--- config.mk ---
export PLATFORM = sky130hd
export DESIGN_NAME = rst_seq_ctrl
export DESIGN_NICKNAME = d
export VERILOG_FILES = /design/src/rtl/rst_seq_ctrl.sv
export SDC_FILE = /design/constraint.sdc
export NUM_CORES = 1
export LEC_CHECK = 0
export BUFFER_PORTS_ARGS = -buffer_cell sky130_fd_sc_hd__buf_2
export CORE_ASPECT_RATIO = 1.25
export CORE_UTILIZATION = 60
export CTS_CLUSTER_SIZE = 8
export DETAILED_ROUTE_END_ITERATION = 8
export GPL_ROUTABILITY_DRIVEN = 0
export PLACE_DENSITY_LB_ADDON = 0.15
export RECOVER_POWER = 100
export SYNTH_ARGS = -nofsm -noshare
export SYNTH_HDL_FRONTEND = slang
export SYNTH_SLANG_ARGS = --single-unit
--- constraint.sdc ---
create_clock -name clk -period 4.17 [get_ports clk]
set_input_delay 0.834 -clock clk [delete_from_list [all_inputs] [get_ports clk]]
set_output_delay 0.834 -clock clk [all_outputs]
set_load 0.03 [all_outputs]
--- src/rtl/rst_seq_ctrl.sv ---
// rst_seq_ctrl
// Reset sequencer. Takes one board-level reset and releases N_STG downstream
// reset domains one at a time, in index order. Each stage is held in reset for
// STG_DLY cycles, then released. The sequencer then waits for that stage's
// ready acknowledge before moving to the next stage. A per-stage watchdog
// re-asserts a stage that never acknowledges and parks the sequencer in an
// error state until a soft restart or a hard reset.
// All outputs come straight from flops.

module rst_seq_ctrl #(
    parameter int N_STG   = 4,
    parameter int STG_DLY = 4,
    parameter int TO_CYC  = 1024,
    parameter int CNT_W   = 16,
    localparam int SW     = (N_STG > 1) ? $clog2(N_STG) : 1
) (
    input  logic             clk,
    input  logic             rst,
    input  logic             soft_rst,
    input  logic [N_STG-1:0] stg_ack,
    output logic [N_STG-1:0] rst_out,
    output logic             busy,
    output logic             all_rdy,
    output logic             err,
    output logic [SW-1:0]    err_stg
);

    // ------------------------------------------------------------------
    // State encoding
    // ------------------------------------------------------------------
    localparam logic [1:0] ST_DELAY = 2'd0;  // holding rst_out[stg] before release
    localparam logic [1:0] ST_WAIT  = 2'd1;  // rst_out[stg] released, waiting for ack
    localparam logic [1:0] ST_RUN   = 2'd2;  // every stage released and acknowledged
    localparam logic [1:0] ST_ERR   = 2'd3;  // watchdog expired, parked

    localparam logic [SW-1:0]    LAST_STG = SW'(N_STG - 1);
    localparam logic [CNT_W-1:0] DLY_LAST = CNT_W'(STG_DLY - 1);
    localparam logic [CNT_W-1:0] TO_LAST  = CNT_W'(TO_CYC - 1);

    // ------------------------------------------------------------------
    // Registers and their next values
    // ------------------------------------------------------------------
    logic [1:0]       state_reg,   state_next;
    logic [SW-1:0]    stg_reg,     stg_next;
    logic [CNT_W-1:0] cnt_reg,     cnt_next;
    logic [N_STG-1:0] rst_out_reg, rst_out_next;
    logic             busy_reg,    busy_next;
    logic             all_rdy_reg, all_rdy_next;
    logic             err_reg,     err_next;
    logic [SW-1:0]    err_stg_reg, err_stg_next;

    // ------------------------------------------------------------------
    // Stage decode and event qualifiers
    // ------------------------------------------------------------------
    logic [N_STG-1:0] stg_sel;      // one-hot of the stage currently being sequenced
    logic             ack_cur;      // acknowledge of the current stage only
    logic             dly_done;     // last DELAY cycle for the current stage
    logic             to_done;      // last WAIT_ACK cycle before the watchdog fires
    logic             release_now;  // this edge releases rst_out[stg]
    logic             timeout_now;  // this edge declares the current stage failed

    // Decoding stg into a one-hot vector keeps the ack mux and the per-bit
    // reset logic free of variable part-selects, which also stays safe when
    // N_STG is not a power of two.
    generate
        for (genvar gi = 0; gi < N_STG; gi++) begin : g_sel
            assign stg_sel[gi] = (stg_reg == SW'(gi));
        end
    endgenerate

    // Acks from stages that are not being waited on never reach the FSM.
    assign ack_cur     = |(stg_ack & stg_sel);
    assign dly_done    = (cnt_reg == DLY_LAST);
    assign to_done     = (cnt_reg == TO_LAST);
    assign release_now = !soft_rst && (state_reg == ST_DELAY) && dly_done;
    assign timeout_now = !soft_rst && (state_reg == ST_WAIT) && !ack_cur && to_done;

    // ------------------------------------------------------------------
    // Per-stage reset output next value
    // Soft restart re-asserts everything. Otherwise only the selected stage
    // can change: it is released at the end of its DELAY and re-asserted if
    // its watchdog expires. Stages below it stay released and stages above
    // it stay in reset, which gives the strict release order.
    // ------------------------------------------------------------------
    generate
        for (genvar gi = 0; gi < N_STG; gi++) begin : g_rst_bit
            assign rst_out_next[gi] = soft_rst                      ? 1'b1 :
                                      (stg_sel[gi] && release_now)  ? 1'b0 :
                                      (stg_sel[gi] && timeout_now)  ? 1'b1 :
                                                                      rst_out_reg[gi];
        end
    endgenerate

    // Sequencer next-state, counter and status flags; soft_rst overrides all.
    always_comb begin
        state_next   = state_reg;
        stg_next     = stg_reg;
        cnt_next     = cnt_reg;
        busy_next    = busy_reg;
        all_rdy_next = all_rdy_reg;
        err_next     = err_reg;
        err_stg_next = err_stg_reg;

        if (soft_rst) begin
            // Held here for as long as soft_rst stays high; the count does
            // not start until the first edge with soft_rst low.
            state_next   = ST_DELAY;
            stg_next     = '0;
            cnt_next     = '0;
            busy_next    = 1'b1;
            all_rdy_next = 1'b0;
            err_next     = 1'b0;
            err_stg_next = '0;
        end else begin
            case (state_reg)
                ST_DELAY: begin
                    if (dly_done) begin
                        cnt_next   = '0;
                        state_next = ST_WAIT;
                    end else begin
                        cnt_next = cnt_reg + CNT_W'(1);
                    end
                end

                ST_WAIT: begin
                    if (ack_cur) begin
                        if (stg_reg == LAST_STG) begin
                            state_next   = ST_RUN;
                            all_rdy_next = 1'b1;
                            busy_next    = 1'b0;
                        end else begin
                            stg_next   = stg_reg + SW'(1);
                            cnt_next   = '0;
                            state_next = ST_DELAY;
                        end
                    end else if (to_done) begin
                        state_next   = ST_ERR;
                        err_next     = 1'b1;
                        err_stg_next = stg_reg;
                        busy_next    = 1'b0;
                    end else begin
                        cnt_next = cnt_reg + CNT_W'(1);
                    end
                end

                // Acks are one-way: once running, later ack activity is ignored.
                ST_RUN: begin
                    state_next = ST_RUN;
                end

                // Parked until soft_rst or rst.
                ST_ERR: begin
                    state_next = ST_ERR;
                end

                default: begin
                    state_next = ST_DELAY;
                end
            endcase
        end
    end

    // Control registers: the board reset restarts the sequence from stage 0.
    always_ff @(posedge clk or posedge rst) begin
        if (rst) begin
            state_reg <= ST_DELAY;
            stg_reg   <= '0;
            cnt_reg   <= '0;
        end else begin
            state_reg <= state_next;
            stg_reg   <= stg_next;
            cnt_reg   <= cnt_next;
        end
    end

    // Output registers: the board reset drives every stage reset high at once.
    always_ff @(posedge clk or posedge rst) begin
        if (rst) begin
            rst_out_reg <= '1;
            busy_reg    <= 1'b1;
            all_rdy_reg <= 1'b0;
            err_reg     <= 1'b0;
            err_stg_reg <= '0;
        end else begin
            rst_out_reg <= rst_out_next;
            busy_reg    <= busy_next;
            all_rdy_reg <= all_rdy_next;
            err_reg     <= err_next;
            err_stg_reg <= err_stg_next;
        end
    end

    assign rst_out = rst_out_reg;
    assign busy    = busy_reg;
    assign all_rdy = all_rdy_reg;
    assign err     = err_reg;
    assign err_stg = err_stg_reg;

endmodule

==> summary.txt <==
Clock tree
  – Later-pin clock latency in the skew report: 0.32 ns
  – TritonCTS clock tree: done
  – Resize count post-CTS: 0
  – Worst-path clk slew: 0.09 ns
  – Clk buf depth: 2
  – Post-CTS Hold Fix Bufs: 0
  – Post-CTS setup buffer count: 0
  – Htree depth: 2
  – Num CTS Buffers: 5
  – Clk Tree Root Cell: clkbuf_4
  – CTS sink cnt: 29

STA
  – Worst slew pin tran: 1.59 ns
  – Post-route clock period utilization: 77.2%
  – RSZ-0062 raised after global routing: no
  – Hold WS: 0.514 ns
  – Setup ws final: 0.953 ns
  – Slew margin rel.: -7.39%
  – Fin. Hold Viols: 0
  – Post-Route Setup TNS: 0 ns
  – Final min period: 3.22 ns
  – Fmax: 0.311 GHz
  – Final Slew Violations: 16
  – Final Skew: 0.00188 ns
  – Final setup viols: 0

Die
  – Initial Utilization: 65.3%
  – Num ports: 16
  – Die height: 60.7 microns
  – Total core area: 2530 sq um
  – Num rows: 20
  – Die X: 48.9 microns
  – Die area: 2970 sq um

Worst setup path
  – Critical path required time: 4.35 ns
  – Crit-path cells: or4_1, nor4_1, o21ai_0, a41oi_1, a31oi_1
  – Worst path slowest cell: o21ai_0
  – Crit Path Category: reg -> reg
  – Critical Path Max Stage Delay: 0.75 ns
  – Crit path DAT: 3.39 ns
  – Worst setup SP type: register
  – Largest delay share family, worst path: simple AND/OR/NAND/NOR gates
  – Crit path buffers/inverters: 0
  – Crit-path max FO: 15
  – CP endpoint kind: register

Route
  – Initial drt markers: 49
  – Post-route ant nets: 0
  – WL/cell: 16.0 microns
  – DR pass1 iterations: 4
  – Final wirelength: 3540 microns
  – Vias after detailed routing: 1392
  – DRC viols: 0
  – Number of vias per cell: 6.30

Global route
  – Largest net degree at the start of global routing: 30
  – Gr ovfl total: 0
  – First-pass GRT wire length: 6020 microns
  – Initial antenna violation count: 0
  – Total GRT Usage: 27.2%
  – Vias in the first global route: 1370

Power and ir drop
  – Power Dens Cells: 353 nW/um^2
  – Leak: 0.758 nW
  – VDD IR max: 0.257 mV
  – Overall Power: 618 uW

Logic synthesis
  – Ys flop type: dfrtp_1
  – Fraction of registers with async set/reset: 100%
  – Post-Syn Instances: 173
  – Post-synth EDFFs: 0
  – Mapped Avg Cell Area: 9.55 sq um
  – Synth warnings: 0
  – Register area share after synthesis: 44.3%
  – Synthesized Nets: 185
  – Post-synthesis cell area: 1650 sq um
  – Synth Register Bits: 29
  – Yosys cell types: 45

Layout
  – Cell Count, Final, Fillers Out: 221
  – Share of layout cells above drive strength 1: 13.3%
  – Nets: 199
  – Max reg flops: 16
  – Design area: 1750 sq um
  – Antenna Cells: 0
  – Area Overhead vs Synth: 5.98%
  – Fin util: 69.3%

Status
  – Status: complete, but fails checks
  – Failing checks: max-capacitance violations, max-slew violations

Place
  – Port bufs: 15
  – Pre-CTS WS: 1.50 ns
  – Dpl hpwl: 2480 microns
  – Post-place instance area: 1730 sq um
  – Cells after DPL: 213

Flow run
  – Max_cap viols: 1

Worst hold path
  – Worst Hold Class: reg -> reg
==> cell usage in the layout (no fill, tap or decap), drive strengths merged, types with 4 or more instances in the layout <==
| cell | synthesis | final |
|---|---|---|
| nor3 | 5 | 5 |
| clkbuf | 6 | 17 |
| mux2i | 4 | 4 |
| nand2 | 12 | 12 |
| inv | 9 | 9 |
| a21oi | 14 | 14 |
| a31oi | 13 | 13 |
| buf | 3 | 6 |
| nand3 | 7 | 7 |
| nand4 | 5 | 5 |
| dfstp | 5 | 5 |
| nor2 | 14 | 14 |
| ha | 5 | 5 |
| a211oi | 5 | 5 |
| dfrtp | 24 | 24 |
| or2b | 5 | 5 |
| o21ai | 6 | 6 |
==> Yosys cell counts (2+ instances only) <==
cell type / instances / area (sq um)
dfrtp_1: 24 / 601
a21oi_1: 14 / 70.1
nor2_1: 14 / 52.6
a31oi_1: 13 / 81.3
nand2_1: 12 / 45.0
inv_1: 9 / 33.8
nand3_1: 7 / 35.0
clkbuf_1: 6 / 22.5
dfstp_2: 5 / 131
ha_1: 5 / 62.6
nand4_1: 5 / 31.3
nor3_1: 5 / 25.0
o21ai_0: 5 / 25.0
or2b_1: 5 / 37.5
a211oi_1: 4 / 30.0
mux2i_1: 4 / 40.0
a41oi_1: 3 / 26.3
and3_1: 3 / 18.8
a22oi_1: 2 / 15.0
nor2b_1: 2 / 12.5
nor4_4: 2 / 42.5
==> worst reg2reg max path, stage by stage, from the launching register on <==
cell and delay, ns:
dfrtp_1 0.46, or4_1 0.62, nor4_1 0.69, o21ai_0 0.75
a41oi_1 0.47, a31oi_1 0.07
==> cell families after synthesis <==
logic type	count (synthesis)	share of synthesized area (%)
flip-flops	29	44.3
buffers and inverters	18	4.85
adder cells (fa/ha/maj)	5	3.79
AO/OA/AOI/OAI	49	19.5
multiplexers	5	3.11
AND/OR/NAND/NOR	66	23.9
XOR/XNOR	1	0.530
==> metal layers <==
metal	vias up	GRT usage (%)	routed length, microns
met5	-	0	0
met4	0	15.5	95
met3	12	6.52	174
met2	48	49.6	1860
met1	667	29.4	1410
li1	665	-	-
==> power breakdown <==
part           switching (mW)  internal, mW  total [mW]
clock network          0.0985        0.0976       0.196
registers              0.0300         0.300       0.330
logic                  0.0568        0.0354      0.0922
==> cell type report <==
cell class                      instances  area [sq um]
Clock inverter                          1          5.00
Fill cell                             213           777
Multi-Input combinational cell        126           806
Timing Repair Buffer                   16          67.6
Clock buffer                            7          65.1
Inverter                                9          33.8
Tap cell                               33          41.3
Sequential cell                        29           732
==> worst paths after layout <==
check / start / to / slack, ns / cells past startpoint
min: busy$_DFFE_PP1P_ / busy$_DFFE_PP1P_ / 0.51 / 1
max reg2reg: cnt_reg[10]$_DFFE_PP0P_ / cnt_reg[12]$_DFFE_PP0P_ / 0.95 / 5
min reg2reg: busy$_DFFE_PP1P_ / busy$_DFFE_PP1P_ / 0.51 / 1
max in group asynchronous: rst / cnt_reg[10]$_DFFE_PP0P_ / 2.74 / 2
min in group asynchronous: rst / cnt_reg[4]$_DFFE_PP0P_ / 0.77 / 2
max: cnt_reg[10]$_DFFE_PP0P_ / cnt_reg[12]$_DFFE_PP0P_ / 0.95 / 5
Note: power is estimated with default switching activity, not from simulation.
